File: src/rtl/sram_controller.sv
// sram_controller: 32-bit CPU load/store port onto a 16-bit asynchronous SRAM.
// Each access takes two halfword cycles (low then high), a programmable idle
// gap, and a one-cycle DONE handshake. ready drops combinationally on a request
// so the pipeline freezes in the same cycle the request appears.
module sram_controller #(
    parameter int unsigned BASE_ADDR   = 1024,
    parameter int unsigned WAIT_CYCLES = 3
) (
    input  logic        clk,
    input  logic        rst,
    input  logic        wr_en,
    input  logic        rd_en,
    input  logic [31:0] address,
    input  logic [31:0] write_data,
    output logic [31:0] read_data,
    output logic        ready,
    output logic [17:0] sram_addr,
    input  logic [15:0] sram_dq_in,
    output logic [15:0] sram_dq_out,
    output logic        sram_dq_oe,
    output logic        sram_we_n
);

    // Counter only has to reach WAIT_CYCLES-1; keep at least one bit so the
    // WAIT_CYCLES = 0 build still elaborates (WAIT is unreachable there).
    localparam int CW = (WAIT_CYCLES > 1) ? $clog2(WAIT_CYCLES) : 1;
    localparam logic [CW-1:0] CNT_LAST = CW'((WAIT_CYCLES == 0) ? 0 : WAIT_CYCLES - 1);
    localparam logic [31:0]   BASE     = 32'(BASE_ADDR);

    typedef enum logic [2:0] {IDLE, ACC_LO, ACC_HI, WAIT, DONE} state_t;

    typedef struct packed {
        logic        is_wr;
        logic [31:0] addr;
        logic [31:0] wdata;
    } req_t;

    state_t          state;
    req_t            req_q;
    logic [CW-1:0]   cnt;

    logic            req_in;
    logic [31:0]     off_in;
    logic [31:0]     off_q;
    logic [16:0]     word_in;
    logic [16:0]     word_q;
    logic            unused_ok;

    assign req_in  = wr_en | rd_en;
    // Word index is a 32-bit wrap-around subtract; only 17 bits reach the SRAM.
    assign off_in  = address - BASE;
    assign off_q   = req_q.addr - BASE;
    assign word_in = off_in[18:2];
    assign word_q  = off_q[18:2];

    // Low halfword is launched straight from the inputs on the IDLE edge, so
    // the registered copy of it is never read back.
    assign unused_ok = ^{off_in[31:19], off_in[1:0], off_q[31:19], off_q[1:0],
                         req_q.wdata[15:0]};

    // Pipeline stall: low as soon as a request is seen, high again only in DONE.
    assign ready = (state == IDLE) ? ~req_in : (state == DONE);

    // Access sequencer: state, request capture, SRAM bus drive and read capture.
    always_ff @(posedge clk) begin
        if (rst) begin
            state       <= IDLE;
            cnt         <= '0;
            req_q       <= '0;
            read_data   <= '0;
            sram_addr   <= '0;
            sram_dq_out <= '0;
            sram_dq_oe  <= 1'b0;
            sram_we_n   <= 1'b1;
        end else begin
            case (state)
                IDLE: begin
                    if (req_in) begin
                        // wr_en wins when both are asserted
                        req_q       <= '{is_wr: wr_en, addr: address, wdata: write_data};
                        sram_addr   <= {word_in, 1'b0};
                        sram_dq_out <= wr_en ? write_data[15:0] : 16'h0;
                        sram_dq_oe  <= wr_en;
                        sram_we_n   <= ~wr_en;
                        state       <= ACC_LO;
                    end
                end
                ACC_LO: begin
                    if (!req_q.is_wr) read_data[15:0] <= sram_dq_in;
                    sram_addr   <= {word_q, 1'b1};
                    sram_dq_out <= req_q.is_wr ? req_q.wdata[31:16] : 16'h0;
                    state       <= ACC_HI;
                end
                ACC_HI: begin
                    if (!req_q.is_wr) read_data[31:16] <= sram_dq_in;
                    sram_addr   <= '0;
                    sram_dq_out <= '0;
                    sram_dq_oe  <= 1'b0;
                    sram_we_n   <= 1'b1;
                    cnt         <= '0;
                    state       <= (WAIT_CYCLES == 0) ? DONE : WAIT;
                end
                WAIT: begin
                    if (cnt == CNT_LAST) state <= DONE;
                    else                 cnt   <= cnt + CW'(1);
                end
                DONE:    state <= IDLE;
                default: state <= IDLE;
            endcase
        end
    end

endmodule

File: config.mk
export PLATFORM = sky130hd
export DESIGN_NAME = sram_controller
export DESIGN_NICKNAME = d
export VERILOG_FILES = /design/src/rtl/sram_controller.sv
export SDC_FILE = /design/constraint.sdc
export NUM_CORES = 1
export LEC_CHECK = 0
export ABC_AREA = 1
export BUFFER_PORTS_ARGS = -buffer_cell sky130_fd_sc_hd__clkbuf_2
export CELL_PAD_IN_SITES_DETAIL_PLACEMENT = 0
export CELL_PAD_IN_SITES_GLOBAL_PLACEMENT = 1
export CORE_ASPECT_RATIO = 1.75
export CORE_MARGIN = 10
export CORE_UTILIZATION = 37
export CTS_CLUSTER_DIAMETER = 50
export DETAILED_ROUTE_END_ITERATION = 16
export HOLD_SLACK_MARGIN = 0.06
export PLACE_DENSITY = 0.92
export SYNTH_ARGS = -nofsm -noshare
export SYNTH_HDL_FRONTEND = slang
export SYNTH_SLANG_ARGS = --single-unit
File: constraint.sdc
create_clock -name clk -period 5.5 [get_ports clk]
set_input_delay 0.275 -clock clk [delete_from_list [all_inputs] [get_ports clk]]
set_output_delay 0.275 -clock clk [all_outputs]
set_load 0.05 [all_outputs]
# [Yosys cells after proc, flatten, opt, wreduce, memory -nomap -nowiden]
# Index checks and enable logic that the tools add are counted.
[word_totals] inputBits=84 elab_cells=53 output_inout_bits=69 regBits=125
[classes] n_mux=16 eq_ne=8 n_reduce_logical=11 add_sub_neg=3 bitwise_logic=4
[ops] operator="case mux 18 bit (3 select lines)" n=1
[ops] operator="2-to-1 mux 16 bit" n=3
[ops] operator="case mux 16 bit (3 select lines)" n=1
[ops] operator="subtractor 19 x 11 -> 19 bit (second input constant)" n=2
[ops] operator="2-to-1 mux 18 bit" n=1
[ops] operator="AND reduction 2 bit" n=7
[ops] operator="case mux 3 bit (4 select lines)" n=1
[ops] operator="equality test 3 x 2 -> 1 bit (second input constant)" n=2
[ops] operator="2-to-1 mux 3 bit" n=2
[ops] operator="!= test 2 bit (second input constant)" n=3
[ops] operator="case mux 1 bit (2 select lines)" n=2
[ops] operator="case mux 2 bit (2 select lines)" n=1
[ops] operator="nonzero test 2 bit" n=2
[ops] operator="equality test 3 x 1 -> 1 bit (second input constant)" n=1
[ops] operator="equality test 3 bit (second input constant)" n=1
[ops] operator="logical NOT 3 bit" n=1
[ops] operator="2-to-1 mux 1 bit" n=3
[ops] operator="inverter 1 bit" n=3
[ops] operator="nonzero test 3 bit" n=1
[ops] operator="adder 2 x 1 -> 2 bit (second input constant)" n=1
[ops] operator="equality test 2 bit (second input constant)" n=1
[ops] operator="2-to-1 mux 2 bit" n=1
[ops] operator="bitwise OR 1 bit" n=1

# [Longest topological paths before layout]
[depth] ltp_word=3 depth_mapped=14 mapped_depth_nobuf=13

# [Worst setup path before layout]
# No wires, ideal clock.
[synth_timing] path_kind="input-to-output" from="input wr_en" to="output ready" required_ns=5.225 path_buffers=1 stages=4 slack_ns=3.608 arrival_time_ns=1.617 cell_sequence="buf_4 -> nor2_1 -> nor2_1 -> nor3_1"
[synth_via] elab_chain_len=3
[synth_lines] element="start: declaration" line_no="11" source="input logic wr_en,"
[synth_lines] element="bitwise OR 1 bit" line_no="49" source="assign req_in = wr_en | rd_en;"
[synth_lines] element="inverter 1 bit" line_no="62" source="assign ready = (state == IDLE) ? ~req_in : (state == DONE);"
[synth_lines] element="2-to-1 mux 1 bit" line_no="62"
[synth_lines] element="end: declaration" line_no="16" source="output logic ready,"
# No other way between the ends.

# [Worst setup path after layout]
[layout_timing] from="input wr_en" to="register sram_dq_out[14]"
[layout_via] elab_chain_len=3 word_cells_on_any_way=6 cone_classes="1 x eq/ne; 3 x mux; 1 x bitwise; 1 x reduce/logical"
[layout_lines] element="2-to-1 mux 16 bit or bitwise OR 1 bit (tied branches)" line_no="82, 49"
[layout_lines] element="2-to-1 mux 16 bit or != test 2 bit (tied branches)"
[layout_lines] element="case mux 16 bit (3 select lines) or AND reduction 2 bit (tied branches)"
[layout_lines] element="end signal: assignment" line_no="82" source="sram_dq_out <= wr_en ? write_data[15:0] : 16'h0;"
[layout_lines] element="end signal: assignment" line_no="91" source="sram_dq_out <= req_q.is_wr ? req_q.wdata[31:16] : 16'h0;"
[layout_lines] element="end: declaration" line_no="19" source="output logic [15:0] sram_dq_out,"
# Several ways; a longest one is shown, not always the timed one. The select of a mux whose other input is x is not followed.
# A chain may end at the register's enable or synchronous reset.

==> impl_metrics.toml <==
[global_route]
grt_overflow = 0
grt_pass1_wl_um = 20700
grt_use_total_pct = 15.3
grt_max_degree = 52
antenna_found_initial = 0
first_global_vias = 4254

[pwr]
ir_drop_mv = 0.236
comb_power_share_pct = 39.5
seq_power_share_pct = 36.3
power.leakage_nw = 2.45
p_int_w = 0.00161
clkPwrFrac_pct = 24.1
netSwitchingFraction_pct = 43.1
switching_power_w = 0.00122
power.density_nw_per_um2 = 527
power_w = 0.00283

[yosys]
yosysWarningCount = 0
synth_cell_type_count = 30
syn_avg_cell_area_um2 = 7.47
synth-seq-area-share_pct = 49.4
netlist_area_um2 = 4340
synthCells = 581
synth_nets = 667
ys_seq_elements = 107

[sta]
slew_violations = 0
rsz0062_at_grt = "no"
period_needed_ps = 2990
setup_viol = 0
skew_ps = 9.16
worst_pin_slew_ps = 949
fmax_mhz = 334
hold_viol = 0
relSlewSlack_pct = 36.5
setup-tns-final_ps = 0
post-route-period-util_pct = 54.4

[route]
drt-total-wl_um = 12900
wire_per_inst_um = 15.5
vias_per_cell = 5.07
drc = 0
drt_iter0_drc = 184
via_count = 4220
ant_nets = 0
drtPass1Iterations = 4

[critical_path]
critPathArrivalTime_ps = 3220
path_class = "input port to flip-flop"
cp_data_required_time_ps = 5730
critPathLaunchType = "input port"
crit_path_frequent_cell = "nor2_1"
timing.rr.start = "state[2]"
rrSetupSlack_ps = 2580
worst_path_max_delay_cell = "nand2_2"
critPathMaxStageDelay_ps = 560
endpoint_kind = "flip-flop"
cp_max_fo = 51
startpoint = "wr_en"
critPathTopFamily = "buffers and inverters"
critPathBufInv = 4
cp_cell_sequence = "clkbuf_2 > nor2_1 > nor2_1 > nand2_2 > inv_2 > nor2_2 > buf_4 > inv_2 > o21ai_0 > a31oi_1 > nor2_1"

[placement]
gp_congestion = 0.835
dpl.cell_count = 819
hpwl_um = 9450
numPortBuffers = 137

[layout]
final_cells = 833
antenna_cells = 0
final_cell_mix = "clkbuf_2, dfxtp_1, nand2_1, nor2_1, o21ai_0"
final_nets = 781
final_common_cell = "clkbuf_2"
syn2layout_area_growth_pct = 23.6
drive_gt1_share_pct = 25.1

[cts]
path_clk_slew_ps = 70
numCtsBuffers = 9
cts_buffer_depth = 2
cts_tree = "built"
cts-resized-gates = 0
h-tree-depth = 3
cts-hold-fix-buffers = 0
cts_post_setup_buffers_inserted = 0
clk_latency_ps = 340
cts_root_buffer = "clkbuf_16"
cts_num_sinks = 107

[min_path]
min-delay-start = "write_data[26]"
hp-class = "input port to flip-flop"

[floorplan]
die_y_um = 163
num_rows = 52
ioPinCount = 153
initial_core_util_pct = 37.7
die_w_um = 102
die-area_um2 = 16600
core_area_um2 = 11500

[run]
drv_cap = 0

[run_status]
status = "finished clean"
==> layout make-up <==
class                      count  area [um2]
inverter                      43         161
fill                        1184        6150
clock inverter                 4        76.3
timing repair buffer         140         708
clock buffer                  10         239
tap                          135         169
multi-input combinational    394        1870
sequential                   107        2140
==> state kept, by name, indices dropped and copies added, names as in the netlist <==
name and flops:
req_q 34, sram_addr 18, state 3, sram_dq_oe 1, sram_dq_out 16, cnt 2
sram_we_n 1, read_data 32
==> final timing paths <==
kind,end,cells past startpoint
max,sram_dq_out[14],11
min,req_q[26],3
max reg2reg,sram_dq_out[14],9
min reg2reg,req_q[43],2
==> tightest hold or removal path, cell delays in order <==
cell and delay (ps):
clkbuf_2 70, nor2_1 30, nor2_1 80
==> per-layer routing <==
layer | vias to the layer above | GRT usage, % | share of wire, % | wire (um)
met2 | 121 | 27.2 | 52 | 6740
li1 | 2151 | - | - | -
met4 | 0 | 6.12 | 1.7 | 225
met1 | 1931 | 16.4 | 39 | 4980
met3 | 17 | 4.57 | 7.3 | 946
met5 | - | 0 | 0 | 0
==> cell usage after synthesis <==
library cell / n / area (um2)
a22oi_1: 1 / 7.51
dfxtp_1: 107 / 2140
or2_2: 1 / 6.26
a31oi_1: 18 / 113
nand2_1: 84 / 315
nand4_1: 1 / 6.26
a21oi_1: 63 / 315
nand3_1: 47 / 235
buf_8: 1 / 15.0
buf_4: 1 / 7.51
inv_1: 34 / 128
nand2_2: 4 / 25.0
a221oi_1: 3 / 26.3
nor3_1: 1 / 5.00
a211oi_1: 1 / 7.51
nor2_2: 3 / 18.8
buf_1: 1 / 3.75
ha_1: 2 / 25.0
nor2_4: 2 / 22.5
nor2_1: 83 / 312
clkinv_1: 1 / 3.75
o21ai_2: 1 / 8.76
xnor2_1: 2 / 17.5
clkbuf_1: 22 / 82.6
inv_2: 8 / 30.0
buf_2: 12 / 60.1
o21ai_1: 10 / 50.1
o21ai_0: 65 / 325
nand3_4: 1 / 17.5
o21a_1: 1 / 7.51
==> through the flow <==
step	instance area, um2	worst slack, ps	utilization, %	hold slack [ps]
after floorplan	4340	3610	-	410
after global placement	5050	2240	43.9	434
after detailed placement	5050	2130	43.9	446
after CTS	5370	2490	46.6	151
after global routing	5370	2190	46.6	160
final	5370	2510	46.6	157
==> kinds of logic after synthesis <==
logic type,synth area share [%]
compound gates,19.8
xor+xnor,0.404
fa+ha+maj,0.577
buf+inv,7.61
flops,49.4
simple gates,22.2
==> power groups by stage <==
stage                     clock (W)  sequential, W  combinational [W]
final                      0.000682        0.00103            0.00112
after global placement            0        0.00104            0.00111
after detailed placement          0        0.00104            0.00113
after CTS                  0.000699        0.00103            0.00114
after global routing       0.000728        0.00105            0.00122
after floorplan                   0        0.00142           0.000483
Power figures use the tool's default switching activity.
